[src/rtl/uart_prog_loader.sv]
// uart_prog_loader: UART bootloader that streams framed bytes into the imem/dmem programming port.
//   clk        loader clock, also forwarded as the memory write clock
//   rstn       asynchronous active-low reset
//   rx_i       UART RX line (asynchronous, idles high)
//   upg_clk_o  memory write clock (= clk)
//   upg_wen_o  one-cycle write strobe
//   upg_adr_o  [14]=target (0 imem, 1 dmem), [13:0]=word address
//   upg_dat_o  write data (little-endian assembled word)
//   upg_done_o programming finished, sticky until reset
//   busy_o     frame in progress
//   err_o      sticky error: framing, bad header, bad count or timeout
module uart_prog_loader #(
    parameter int CLK_HZ      = 100_000_000,
    parameter int BAUD        = 115_200,
    parameter int TIMEOUT_CYC = 1_000_000
) (
    input  logic        clk,
    input  logic        rstn,
    input  logic        rx_i,
    output logic        upg_clk_o,
    output logic        upg_wen_o,
    output logic [14:0] upg_adr_o,
    output logic [31:0] upg_dat_o,
    output logic        upg_done_o,
    output logic        busy_o,
    output logic        err_o
);
    localparam int CPB = CLK_HZ / BAUD;
    localparam int CW  = $clog2(CPB);
    localparam int TW  = $clog2(TIMEOUT_CYC + 1);
    localparam logic [CW-1:0] C_LAST = CW'(CPB - 1);
    localparam logic [CW-1:0] C_HALF = CW'(CPB / 2 - 1);
    localparam logic [TW-1:0] T_MAX  = TW'(TIMEOUT_CYC);

    typedef enum logic [1:0] {RX_IDLE, RX_START, RX_DATA, RX_STOP} rx_state_t;
    typedef enum logic [2:0] {IDLE, CNT0, CNT1, DATA, DONE} state_t;

    rx_state_t      r_rx_state, w_rx_next;
    logic [1:0]     r_sync;
    logic           r_rx_d;
    logic [CW-1:0]  r_clk_cnt;
    logic [2:0]     r_bit_idx;
    logic [7:0]     r_rx_byte;
    logic           w_rx, w_bit_end, w_byte_vld, w_frm_err;

    state_t         r_state, w_next;
    logic           r_tgt, r_wen, r_done, r_err;
    logic [7:0]     r_cnt_l;
    logic [15:0]    r_n;
    logic [13:0]    r_addr;
    logic [1:0]     r_idx;
    logic [23:0]    r_word;
    logic [14:0]    r_adr;
    logic [31:0]    r_dat;
    logic [TW-1:0]  r_to_cnt;
    logic [15:0]    w_cnt;
    logic           w_busy, w_set_err, w_word_done, w_last, w_to;

    assign w_rx      = r_sync[1];
    assign w_bit_end = r_clk_cnt == C_LAST;

    // Start bit is checked at its centre so a short low glitch is rejected silently.
    always_comb begin
        w_rx_next  = r_rx_state;
        w_byte_vld = 1'b0;
        w_frm_err  = 1'b0;
        case (r_rx_state)
            RX_IDLE:  if (r_rx_d && !w_rx) w_rx_next = RX_START;
            RX_START: if (r_clk_cnt == C_HALF) w_rx_next = w_rx ? RX_IDLE : RX_DATA;
            RX_DATA:  if (w_bit_end && r_bit_idx == 3'd7) w_rx_next = RX_STOP;
            RX_STOP: begin
                if (w_bit_end) begin
                    w_rx_next  = RX_IDLE;
                    w_byte_vld = w_rx;
                    w_frm_err  = !w_rx;
                end
            end
            default:  w_rx_next = RX_IDLE;
        endcase
    end

    always_ff @(posedge clk or negedge rstn) begin
        if (!rstn) begin
            r_sync     <= 2'b11;
            r_rx_d     <= 1'b1;
            r_rx_state <= RX_IDLE;
            r_clk_cnt  <= '0;
            r_bit_idx  <= '0;
            r_rx_byte  <= '0;
        end else begin
            r_sync     <= {r_sync[0], rx_i};
            r_rx_d     <= w_rx;
            r_rx_state <= w_rx_next;
            r_clk_cnt  <= (r_rx_state == RX_IDLE || w_rx_next != r_rx_state || w_bit_end) ? '0 : r_clk_cnt + 1'b1;
            if (r_rx_state == RX_DATA && w_bit_end) begin
                r_rx_byte <= {w_rx, r_rx_byte[7:1]};
                r_bit_idx <= r_bit_idx + 1'b1;
            end
        end
    end

    assign w_cnt       = {r_rx_byte, r_cnt_l};
    assign w_busy      = r_state == CNT0 || r_state == CNT1 || r_state == DATA;
    assign w_word_done = r_state == DATA && w_byte_vld && r_idx == 2'd3;
    assign w_last      = {2'b00, r_addr} == r_n - 16'd1;
    assign w_to        = r_to_cnt == T_MAX;

    always_comb begin
        w_next    = r_state;
        w_set_err = 1'b0;
        case (r_state)
            IDLE: begin
                if (w_byte_vld) begin
                    if (r_rx_byte == 8'hFF) w_next = DONE;
                    else if (r_rx_byte == 8'hA5 || r_rx_byte == 8'h5A) w_next = CNT0;
                    else w_set_err = 1'b1;
                end
            end
            CNT0: if (w_byte_vld) w_next = CNT1;
            CNT1: begin
                if (w_byte_vld) begin
                    w_set_err = w_cnt == 16'd0 || w_cnt > 16'd16384;
                    w_next    = w_set_err ? IDLE : DATA;
                end
            end
            DATA: if (w_word_done && w_last) w_next = IDLE;
            DONE: w_next = DONE;
            default: w_next = IDLE;
        endcase
        // Line faults and stalls abandon the frame; a partial word is simply never written.
        if (r_state != DONE && w_frm_err) w_set_err = 1'b1;
        if (w_busy && (w_frm_err || w_to)) begin
            w_set_err = 1'b1;
            w_next    = IDLE;
        end
    end

    always_ff @(posedge clk or negedge rstn) begin
        if (!rstn) begin
            r_state  <= IDLE;
            r_tgt    <= 1'b0;
            r_wen    <= 1'b0;
            r_done   <= 1'b0;
            r_err    <= 1'b0;
            r_cnt_l  <= '0;
            r_n      <= '0;
            r_addr   <= '0;
            r_idx    <= '0;
            r_word   <= '0;
            r_adr    <= '0;
            r_dat    <= '0;
            r_to_cnt <= '0;
        end else begin
            r_state  <= w_next;
            r_err    <= r_err | w_set_err;
            r_done   <= r_done | (w_next == DONE);
            r_wen    <= w_word_done;
            r_to_cnt <= (w_busy && !w_byte_vld && w_next == r_state) ? r_to_cnt + 1'b1 : '0;
            if (w_byte_vld) begin
                case (r_state)
                    IDLE: r_tgt <= r_rx_byte == 8'h5A;
                    CNT0: r_cnt_l <= r_rx_byte;
                    CNT1: begin
                        r_n    <= w_cnt;
                        r_addr <= '0;
                        r_idx  <= '0;
                    end
                    DATA: begin
                        r_word <= {r_rx_byte, r_word[23:8]};
                        r_idx  <= r_idx + 1'b1;
                    end
                    default: ;
                endcase
            end
            // The fourth byte goes straight into the output word; the first three sit in r_word.
            if (w_word_done) begin
                r_adr  <= {r_tgt, r_addr};
                r_dat  <= {r_rx_byte, r_word};
                r_addr <= r_addr + 1'b1;
            end
        end
    end

    assign upg_clk_o  = clk;
    assign upg_wen_o  = r_wen;
    assign upg_adr_o  = r_adr;
    assign upg_dat_o  = r_dat;
    assign upg_done_o = r_done;
    assign busy_o     = w_busy;
    assign err_o      = r_err;
endmodule
[config.mk]
export PLATFORM = sky130hd
export DESIGN_NAME = uart_prog_loader
export DESIGN_NICKNAME = d
export VERILOG_FILES = /design/src/rtl/uart_prog_loader.sv
export SDC_FILE = /design/constraint.sdc
export NUM_CORES = 1
export LEC_CHECK = 0
export BUFFER_PORTS_ARGS = -buffer_cell sky130_fd_sc_hd__clkbuf_2
export CORE_AREA = 2 2 132 134
export CTS_CLUSTER_DIAMETER = 80
export DETAILED_ROUTE_END_ITERATION = 7
export DIE_AREA = 0 0 134 136
export PLACE_DENSITY = 0.72
export SLEW_MARGIN = 20
export SYNTH_ARGS = -nofsm -noshare
export SYNTH_HDL_FRONTEND = slang
export SYNTH_SLANG_ARGS = --single-unit
[constraint.sdc]
create_clock -name clk -period 2.6 [get_ports clk]
set_clock_uncertainty 0.1 [all_clocks]
set_input_delay 0.52 -clock clk [delete_from_list [all_inputs] [get_ports clk]]
set_output_delay 0.52 -clock clk [all_outputs]
set_load 0.01 [all_outputs]
# --- Word level (Yosys, flattened, before mapping) ---
# Index checks and enable logic that the tools add are counted.
op_classes:
  addsub: 6
  n_lt_le_gt_ge: 1
  n_eq_ne: 20
  muxes: 32
  bitwise: 2
  reduce_logical: 31
op_table:
  columns: ["op", "count"]
  rows:
  - ["2-to-1 mux 14 bit", 3]
  - ["2-to-1 mux 3 bit", 7]
  - ["adder 20 x 1 -> 20 bit, second input constant", 1]
  - ["equality test 20 bit, second input constant", 1]
  - ["2-to-1 mux 20 bit", 1]
  - ["equality test 14 x 16 -> 1 bit", 1]
  - ["equality test 8 bit, second input constant", 2]
  - ["> comparator 16 x 15 -> 1 bit, second input constant", 1]
  - ["logical NOT 16 bit", 1]
  - ["subtractor 16 x 1 -> 16 bit, second input constant", 1]
  - ["case mux 3 bit (5 select lines)", 1]
  - ["adder 14 x 1 -> 14 bit, second input constant", 1]
  - ["2-to-1 mux 2 bit", 6]
  - ["AND reduction 2 bit", 6]
  - ["adder 10 x 1 -> 10 bit, second input constant", 1]
  - ["equality test 10 bit, second input constant", 1]
  - ["equality test 10 x 9 -> 1 bit, second input constant", 1]
  - ["logical AND 1 bit", 10]
  - ["2-to-1 mux 1 bit", 10]
  - ["2-to-1 mux 10 bit", 1]
  - ["equality test 3 bit, second input constant", 3]
  - ["equality test 8 x 7 -> 1 bit, second input constant", 1]
  - ["case mux 2 bit (4 select lines)", 1]
  - ["logical OR 1 bit", 7]
  - ["16 further kinds", 23]
totals:
  regBits: 164
  input_bits: 3
  out_inout_bits: 52

# --- Longest topological paths before layout ---
# Gate-level depths: netlist of the first run.
depth:
  word_depth: 12
  ltp_mapped: 9
  depth_no_buf: 8

==> results of run 1 <==
flip-flops by register name, summed over array words and instances, names as in the netlist, 10 cells and up:
signal	flops
r_word	24
upg_dat_o	32
upg_adr_o	15
r_addr	14
r_clk_cnt	10
r_to_cnt	20
r_n	16
per-stage QoR:
| step | power (µW) | setup WS [ns] | util, % | cells |
|---|---|---|---|---|
| detailed placement | 2920 | 0.208 | 47.7 | 1015 |
| floorplan | 2830 | 0.456 | - | 753 |
| finish | 5420 | 0.161 | 51.3 | 1048 |
| CTS | 5480 | 0.149 | 51.3 | 1048 |
| global placement | 2910 | 0.286 | 47.7 | 1015 |
| global route | 5640 | 0.0368 | 51.3 | 1048 |
Yosys cell counts, types with 4 or more instances:
cell type | number | area [µm²]
clkbuf_1 | 22 | 82.6
nand4_1 | 20 | 125
o21ai_1 | 18 | 90.1
a21oi_1 | 7 | 35.0
mux2i_1 | 4 | 40.0
and4_1 | 4 | 35.0
xor2_1 | 23 | 201
o21ai_0 | 11 | 55.1
inv_1 | 16 | 60.1
nor3b_1 | 5 | 37.5
nand3_1 | 24 | 120
nor3_1 | 11 | 55.1
nand2_1 | 212 | 796
xnor2_1 | 22 | 193
or3_1 | 8 | 50.1
nor4_1 | 6 | 37.5
o211ai_1 | 4 | 30.0
ha_1 | 9 | 113
dfrtp_1 | 161 | 4030
buf_2 | 4 | 20.0
and3_1 | 9 | 56.3
mux2_1 | 43 | 484
nor2b_1 | 5 | 31.3
nor2_1 | 54 | 203
power groups by stage:
stage	clock network, µW	logic [µW]	registers [µW]
floorplan	31.7	94.3	2710
global placement	23.2	167	2720
detailed placement	23.2	175	2730
CTS	2620	179	2680
global route	2750	202	2690
finish	2560	171	2680
what timing repair did:
| action | 4_1_cts | 5_1_grt |
|---|---|---|
| hold buffers | 1 | 0 |
| buffers inserted | 0 | 0 |
| hold endpoints to repair | 47 | 0 |
| resized for setup | 0 | 0 |
cell families after synthesis:
logic type | count (synthesis) | synth area share (%)
and+or+nand+nor | 380 | 23.4
muxes | 48 | 7.18
adders and majority gates | 9 | 1.51
buffers and inverters | 47 | 2.60
xor gates and xnor gates | 45 | 5.28
DFF | 164 | 55.1
AOI/OAI and AO/OA | 60 | 5.00
per-layer routing:
layer  wire [µm]  up-vias  share of wire (%)
li1            -     2670                  -
met2        6980       97                 46
met5           0        -                  0
met1        7450     2669                 49
met3         498       15                3.3
met4         199        0                1.3
critical path, stage by stage:
cell	delay [ns]
clkbuf_16	0.20
clkbuf_16	0.19
clkbuf_2	0.12
cell type report:
type	instances	area (µm²)
Timing Repair Buffer	68	437
Inverter	16	60.1
Multi-Input combinational cell	542	3170
Fill cell	1557	8210
Sequential cell	164	4110
Clock inverter	14	161
Tap cell	225	282
Clock buffer	19	444
how the worst min path moves through the flow:
stage                   start   endpoint  cells after the start
detailed placement  r_sync[0]  r_sync[1]                      0
floorplan                rstn      err_o                      0
global placement    r_sync[0]  r_sync[1]                      0
CTS                      rx_i  r_sync[0]                      1
finish                   rx_i  r_sync[0]                      1
global route             rx_i  r_sync[0]                      1
==> results.ini, run 1 <==
[status]
status=finished clean

[critical_path]
r2r-end=r_state[0]
critPathLaunch=clk
endpoint=upg_clk_o
worstPathRequired_ns=1.98
rrSetupSlack_ns=0.21
end_kind=output port
crit_arrival_ns=1.82
path_class=clk -> out
path_max_fanout=16
start_kind=clock port
r2r_cells=6
reg2reg_from=r_n[2]

[yosys]
synth.avg_cell_area_um2=9.90
yosysSeqAreaShare_pct=55.1
synth_ff_type=dfrtp_1
syn_nets=765
yosysUniqueCellTypes=58
netlist_area_um2=7460
synthArstFlopShare_pct=100
synthCells=753
synth-seq-cells=164
ys_warn_count=0
synth-edff-count=0

[sta]
worst_pin_slew_ns=0.808
relSlewSlack_pct=45.9
hold_slack_ns=0.0960
fin_tns_setup_ns=0
rsz0062_at_grt=no
slew_violations=0
hold_viol_final=0
setup_viol=0

[power]
power_frac_clock_pct=47.4
power_density_nw_per_um2=625
combPwrFrac_pct=3.2
switchingPower_uw=1270
p_sw_share_pct=23.4
internal_power_uw=4150
seqPwrFrac_pct=49.5
leakagePower_uw=0.00439
vdd_drop_max_uv=658

[clock_network]
htreeDepth=4
numCtsBuffers=17
clk_latency_ns=0.42
cts_tree=built
clkTransAtPathRegs_ns=0.06
clockBufferDepth=2
clock-root-buffer=clkbuf_16

[floorplanning]
core_area_um2=16900
die_y_um=136
num_rows=48
pin_count=55
die-area_um2=18200
start_util_pct=44.2
die_width_um=134

[worst_hold_path]
hold_class=in -> reg

[global_route]
grt_pass1_vias=5273
track_usage_pct=17.8
grt-busiest-layer=met2
grt_antenna_before_repair=0
grt_pass1_wl_um=25900
grtUsageMet2_pct=27.8
grt_overflow=0
grt.met1_usage_pct=24.9
use_met3_pct=3.91
grt_max_degree=58

[final_layout]
design_area_um2=8660
mostFrequentLayoutCells=nand2_1 (212), dfrtp_1 (161), nor2_1 (54), clkbuf_2 (53), mux2_1 (43)
final_common_cell=nand2_1
areaGrowthSynthToFinish_pct=16.2
drive_gt1_share_pct=13.9
finalNetCount=822
antenna_cells=0

[drt]
drtPass1Iterations=5
drc=0
vias_per_cell=5.20
routed_wirelength_um=15100
routedWlPerCell_um=14.4
ant_nets=0
vias=5451
drt_iter0_drc=362

[placement]
gp_congestion=0.792
io_buffers=54
place_area_um2=8050
place_hpwl_um=10200

[flow_run]
maxCapViolCount=0

No activity file was read; power rests on OpenSTA's default activity.
==> run 2: changes to the inputs <==
--- a/config.mk
+++ b/config.mk
@@ -7,6 +7,7 @@
 export LEC_CHECK = 0
 export BUFFER_PORTS_ARGS = -buffer_cell sky130_fd_sc_hd__clkbuf_2
 export CORE_AREA = 2 2 132 134
+export CTS_BUF_LIST = sky130_fd_sc_hd__clkbuf_16
 export CTS_CLUSTER_DIAMETER = 80
 export DETAILED_ROUTE_END_ITERATION = 7
 export DIE_AREA = 0 0 134 136
==> run 2 against run 1 <==
Effect of this change:
- global-route usage is essentially flat
- critical path type is now reg -> reg
- register-to-register slack barely moved
- largest power group unchanged
- combinational power about the same
==> results.ini, run 2 (same netlist as run 1, synthesis figures left out) <==
[status]
status=finished clean  ; unchanged

[final_layout]
design_area_um2=8720  ; was 8660 µm²
drive_gt1_share_pct=14.0  ; was 13.9%
nFillCells=1550  ; was 1,557
finalNetCount=826  ; was 822
layout.cells.non_filler=1052  ; was 1,048
layout.area.seq_um2=4110  ; unchanged
largest_reg_flops=32  ; unchanged
final_common_cell=nand2_1  ; unchanged
mostFrequentLayoutCells=nand2_1 (212), dfrtp_1 (161), nor2_1 (54), clkbuf_2 (53), mux2_1 (43)  ; unchanged
antenna_cells=0  ; unchanged
multiInputGateArea_um2=3170  ; unchanged
areaGrowthSynthToFinish_pct=16.9  ; was 16.2%

[sta]
slew_violations=0  ; unchanged
hold_viol_final=0  ; unchanged
setup_viol=0  ; unchanged
rsz0062_at_grt=no  ; unchanged
relSlewSlack_pct=43.8  ; was 45.9%
timing.fmax_mhz=418
fin_tns_setup_ns=0  ; unchanged
worst_pin_slew_ns=0.839  ; was 0.808 ns
min_period_ns=2.39
fin_crit_sh_pct=92.0
setup_slack_ns=0.208  ; was 0.161 ns

[drt]
ant_nets=0  ; unchanged
routedWlPerCell_um=14.5  ; was 14.4 µm
vias=5458  ; was 5,451
drc=0  ; unchanged
drtPass1Iterations=4  ; was 5
drt_iter0_drc=346  ; was 362
routed_wirelength_um=15200  ; was 15,100 µm
vias_per_cell=5.19  ; was 5.20

[floorplanning]
num_rows=48  ; unchanged
pin_count=55  ; unchanged
die_y_um=136  ; unchanged
die-area_um2=18200  ; unchanged
die_width_um=134  ; unchanged
core_area_um2=16900  ; unchanged
start_util_pct=44.2  ; unchanged

[placement]
place_area_um2=8050  ; unchanged
place_hpwl_um=10200  ; unchanged
dp.cells=1015  ; unchanged
gp_congestion=0.792  ; unchanged
pre_cts_ws_ns=0.208  ; unchanged
io_buffers=54  ; unchanged

[clock_network]
clkTransAtPathRegs_ns=0.07  ; was 0.06 ns
ctsResizeCount=0  ; unchanged
clk_latency_ns=0.53  ; was 0.42 ns
cts_setup_buffers=0  ; unchanged
cts_tree=built  ; unchanged

[critical_path]
r2r_cells=6  ; unchanged
rrSetupSlack_ns=0.21  ; about the same
path_class=reg -> reg  ; was clk -> out
critPathLaunch=r_n[2]  ; was clk
end_kind=flip-flop  ; was output port
start_kind=flip-flop  ; was clock port
path_max_fanout=9  ; was 16
worstPathRequired_ns=2.91  ; was 1.98 ns
reg2reg_from=r_n[2]  ; unchanged
crit_arrival_ns=2.70  ; was 1.82 ns
r2r-end=r_state[1]  ; was r_state[0]

[global_route]
grt_pass1_vias=5255  ; was 5,273
track_usage_pct=17.8  ; about the same
grt_max_degree=58  ; unchanged
grt_pass1_wl_um=25800  ; was 25,900 µm
grt_overflow=0  ; unchanged
grt_antenna_before_repair=0  ; unchanged

[worst_hold_path]
hold_class=reg -> reg  ; was in -> reg
whs_endpoint=r_sync[1]  ; was r_sync[0]
hold_depth=0  ; was 1
min_from=r_sync[0]  ; was rx_i

[power]
leakagePower_uw=0.00441  ; was 0.00439 µW
power_density_nw_per_um2=633  ; was 625 nW/µm²
vdd_drop_max_uv=709  ; was 658 µV
total_power_uw=5520  ; was 5420 µW

[flow_run]
maxCapViolCount=0  ; unchanged

==> run 2: worst max path at each step <==
stage	endpoint	slack (ns)	depth (start not counted)
floorplan	r_state[0]	0.46	7
global placement	r_state[1]	0.29	6
detailed placement	r_state[0]	0.21	6
CTS	r_state[0]	0.21	6
global route	r_state[1]	0.04	7
finish	r_state[1]	0.21	6
==> run 2: power by group <==
part / total [µW] / switching (µW) / leakage [µW] / internal (µW)
Clock: 2670 / 1120 / 0.000317 / 1550
Sequential: 2680 / 72.3 / 0.00226 / 2610
Combinational: 172 / 105 / 0.00183 / 66.8
Total: 5520 / 1300 / 0.00441 / 4220
==> run 2: layer usage <==
metal | global-route usage [%] | part of all wire (%)
met2 | 27.6 | 46
met5 | 0 | 0
met1 | 24.8 | 47
met3 | 4.18 | 4.9
met4 | 5.91 | 1.3
==> run 2: what timing repair did <==
| action | in CTS | in global routing |
|---|---|---|
| setup endpoints to repair | 0 | 0 |
| hold buffers | 2 | 0 |
| hold endpoints to repair | 48 | 0 |
==> run 2: final cells by class <==
| cell class | instances | share of cell area [%] |
|---|---|---|
| Clock buffer | 21 | 5.80 |
| Clock inverter | 15 | 1.64 |
| Inverter | 16 | 0.689 |
| Multi-Input combinational cell | 542 | 36.4 |
| Sequential cell | 164 | 47.1 |
| Tap cell | 225 | 3.23 |
| Timing Repair Buffer | 69 | 5.12 |
==> run 2: critical path, stage by stage (launching register included) <==
cell and delay, ns:
dfrtp_1 0.47, or4_4 0.59, or3_1 0.34, a31oi_1 0.17, o311ai_1 0.12, nor4_2 0.36
o21ai_0 0.12
==> run 2: through the flow <==
| step | util [%] | hold slack (ns) |
|---|---|---|
| finish | 51.6 | 0.257 |
| global route | 51.6 | 0.263 |
| CTS | 51.6 | 0.258 |
| detailed placement | 47.7 | 0.248 |
| global placement | 47.7 | 0.250 |
| floorplan | - | 0.124 |
==> run 3: changes to the inputs <==
--- a/config.mk
+++ b/config.mk
@@ -6,11 +6,11 @@
 export NUM_CORES = 1
 export LEC_CHECK = 0
 export BUFFER_PORTS_ARGS = -buffer_cell sky130_fd_sc_hd__clkbuf_2
-export CORE_AREA = 2 2 132 134
+export CORE_AREA = 2 2 121 147
 export CTS_BUF_LIST = sky130_fd_sc_hd__clkbuf_16
 export CTS_CLUSTER_DIAMETER = 80
 export DETAILED_ROUTE_END_ITERATION = 7
-export DIE_AREA = 0 0 134 136
+export DIE_AREA = 0 0 123 149
 export PLACE_DENSITY = 0.72
 export SLEW_MARGIN = 20
 export SYNTH_ARGS = -nofsm -noshare
==> run 3 against run 2 <==
Effect of this change:
- register-to-register slack better by 0.02 ns
- global-route usage hardly changed
- combinational power hardly changed
- routed wire length is 0.68% higher
- cell area is 0.16% lower
- cell count is 0.29% lower
- die area is 0.57% higher
- sequential share of layout area is 0.075 points higher
- maximum frequency is 0.63% higher
- first-iteration DRC count is 10% lower
==> results.ini, run 3 (same netlist as run 1, synthesis figures left out) <==
[status]
status=finished clean  ; unchanged

[flow_run]
maxCapViolCount=0  ; unchanged

[floorplanning]
pin_count=55  ; unchanged
die_y_um=149  ; was 136 µm
num_rows=53  ; was 48
core_area_um2=17100  ; was 16,900 µm²
start_util_pct=43.6  ; was 44.2%
die_width_um=123  ; was 134 µm
die-area_um2=18300  ; was 18,200 µm²

[global_route]
grt_pass1_vias=5389  ; was 5,255
grt.met1_usage_pct=22.3  ; was 24.8%
grt-busiest-layer=met2  ; unchanged
grt_antenna_before_repair=0  ; unchanged
grt_max_degree=60  ; was 58
use_met3_pct=4.40  ; was 4.18%
grt_pass1_wl_um=25600  ; was 25,800 µm
grtUsageMet2_pct=29.4  ; was 27.6%
track_usage_pct=17.8  ; about the same
grt_overflow=0  ; unchanged

[final_layout]
layout.cells.non_filler=1049  ; was 1,052
antenna_cells=0  ; unchanged
largest_reg_flops=32  ; unchanged
drive_gt1_share_pct=14.0  ; about the same
nFillCells=1550  ; unchanged
areaGrowthSynthToFinish_pct=16.7  ; was 16.9%
finalNetCount=828  ; was 826
final_common_cell=nand2_1  ; unchanged
mostFrequentLayoutCells=nand2_1 (212), dfrtp_1 (161), nor2_1 (54), clkbuf_2 (53), mux2_1 (43)  ; unchanged

[power]
seqPwrFrac_pct=48.9  ; was 48.5%
switchingPower_uw=1270  ; was 1300 µW
internal_power_uw=4200  ; was 4220 µW
power_frac_clock_pct=47.9  ; was 48.3%
p_sw_share_pct=23.3  ; was 23.5%
leakagePower_uw=0.00441  ; about the same
power_density_nw_per_um2=630  ; was 633 nW/µm²
vdd_drop_max_uv=448  ; was 709 µV
total_power_uw=5480  ; was 5520 µW
combPwrFrac_pct=3.1  ; about the same

[critical_path]
r2r_cells=6  ; unchanged
critPathLaunch=r_n[7]  ; was r_n[2]
reg2reg_from=r_n[7]  ; was r_n[2]
worstPathRequired_ns=2.90  ; was 2.91 ns
path_class=reg -> reg  ; unchanged
start_kind=flip-flop  ; unchanged
end_kind=flip-flop  ; unchanged
r2r-end=r_state[1]  ; unchanged
path_max_fanout=6  ; was 9
endpoint=r_state[1]  ; unchanged
rrSetupSlack_ns=0.22  ; was 0.21 ns
crit_arrival_ns=2.67  ; was 2.70 ns

[placement]
gp_congestion=0.887  ; was 0.792
dp.cells=1012  ; was 1,015
io_buffers=54  ; unchanged
place_hpwl_um=10600  ; was 10,200 µm
pre_cts_ws_ns=0.265  ; was 0.208 ns

[clock_network]
cts_tree=built  ; unchanged
clkTransAtPathRegs_ns=0.06  ; was 0.07 ns
clk_latency_ns=0.54  ; was 0.53 ns
ctsResizeCount=0  ; unchanged

[sta]
hold_viol_final=0  ; unchanged
timing.fmax_mhz=421  ; was 418 MHz
min_period_ns=2.38  ; was 2.39 ns
worst_pin_slew_ns=0.739  ; was 0.839 ns
setup_slack_ns=0.223  ; was 0.208 ns
setup_viol=0  ; unchanged
fin_tns_setup_ns=0  ; unchanged
hold_slack_ns=0.262  ; was 0.257 ns
relSlewSlack_pct=50.5  ; was 43.8%
fin_crit_sh_pct=91.4  ; was 92.0%
rsz0062_at_grt=no  ; unchanged
slew_violations=0  ; unchanged

[worst_hold_path]
hold_class=reg -> reg  ; unchanged
hold_depth=0  ; unchanged

[drt]
vias=5488  ; was 5,458
drt_iter0_drc=311  ; was 346
routed_wirelength_um=15300  ; was 15,200 µm
vias_per_cell=5.23  ; was 5.19
ant_nets=0  ; unchanged
drtPass1Iterations=4  ; unchanged
routedWlPerCell_um=14.6  ; was 14.5 µm
drc=0  ; unchanged

## run 3: cell count changes in the layout (fill, tap and decap cells not counted)
cell and delta:
inv_6 -3, buf_12 -1, inv_1 +2, clkinv_4 +1
buf_4 +3
## run 3: critical path, cell delays in order, from the launching register on
cell      delay [ns]
dfrtp_1         0.47
nor4_2          0.55
nand4b_1        0.19
o32ai_1         0.30
o22ai_1         0.16
nor4_2          0.32
o21ai_0         0.14
## run 3: per-layer routing
metal  vias to the layer above  share of wire [%]
met5                         -                  0
met2                        96                 50
met1                      2686                 45
met4                         0                1.6
met3                        23                3.4
li1                       2683                  -
## run 3: what timing repair did
action,4_1_cts,5_1_grt
setup buffers,0,0
hold buffers,2,0
hold endpoints to repair,55,0
## run 3: stage by stage
step,cell area (µm²),utilization (%)
detailed placement,8050,47.0
global route,8700,50.9
finish,8700,50.9
floorplan,7460,-
global placement,8050,47.0
CTS,8700,50.9
## run 3: worst min-delay path by stage
stage / from / end / slack, ns
after floorplan: rstn / err_o / 0.12
after global placement: r_sync[0] / r_sync[1] / 0.25
after detailed placement: r_sync[0] / r_sync[1] / 0.25
after CTS: r_sync[0] / r_sync[1] / 0.26
after global routing: r_sync[0] / r_sync[1] / 0.27
final: r_sync[0] / r_sync[1] / 0.26
## run 3: cell type report
type,instances,area [µm²],share of cell area (%)
clock buffers,21,505,5.81
clock inverters,15,133,1.52
inverters,16,60.1,0.690
multi-input cells,542,3170,36.4
flip-flops and latches,164,4110,47.2
well taps,220,275,3.16
repair buffers,71,449,5.16
## run 3: power groups by stage
stage	Clock [µW]	Combinational (µW)	Sequential [µW]
2_1_floorplan	31.7	94.3	2710
3_3_place_gp	23.2	169	2720
3_5_place_dp	23.2	174	2730
4_1_cts	2690	177	2680
5_1_grt	2820	205	2690
6_report	2630	171	2680
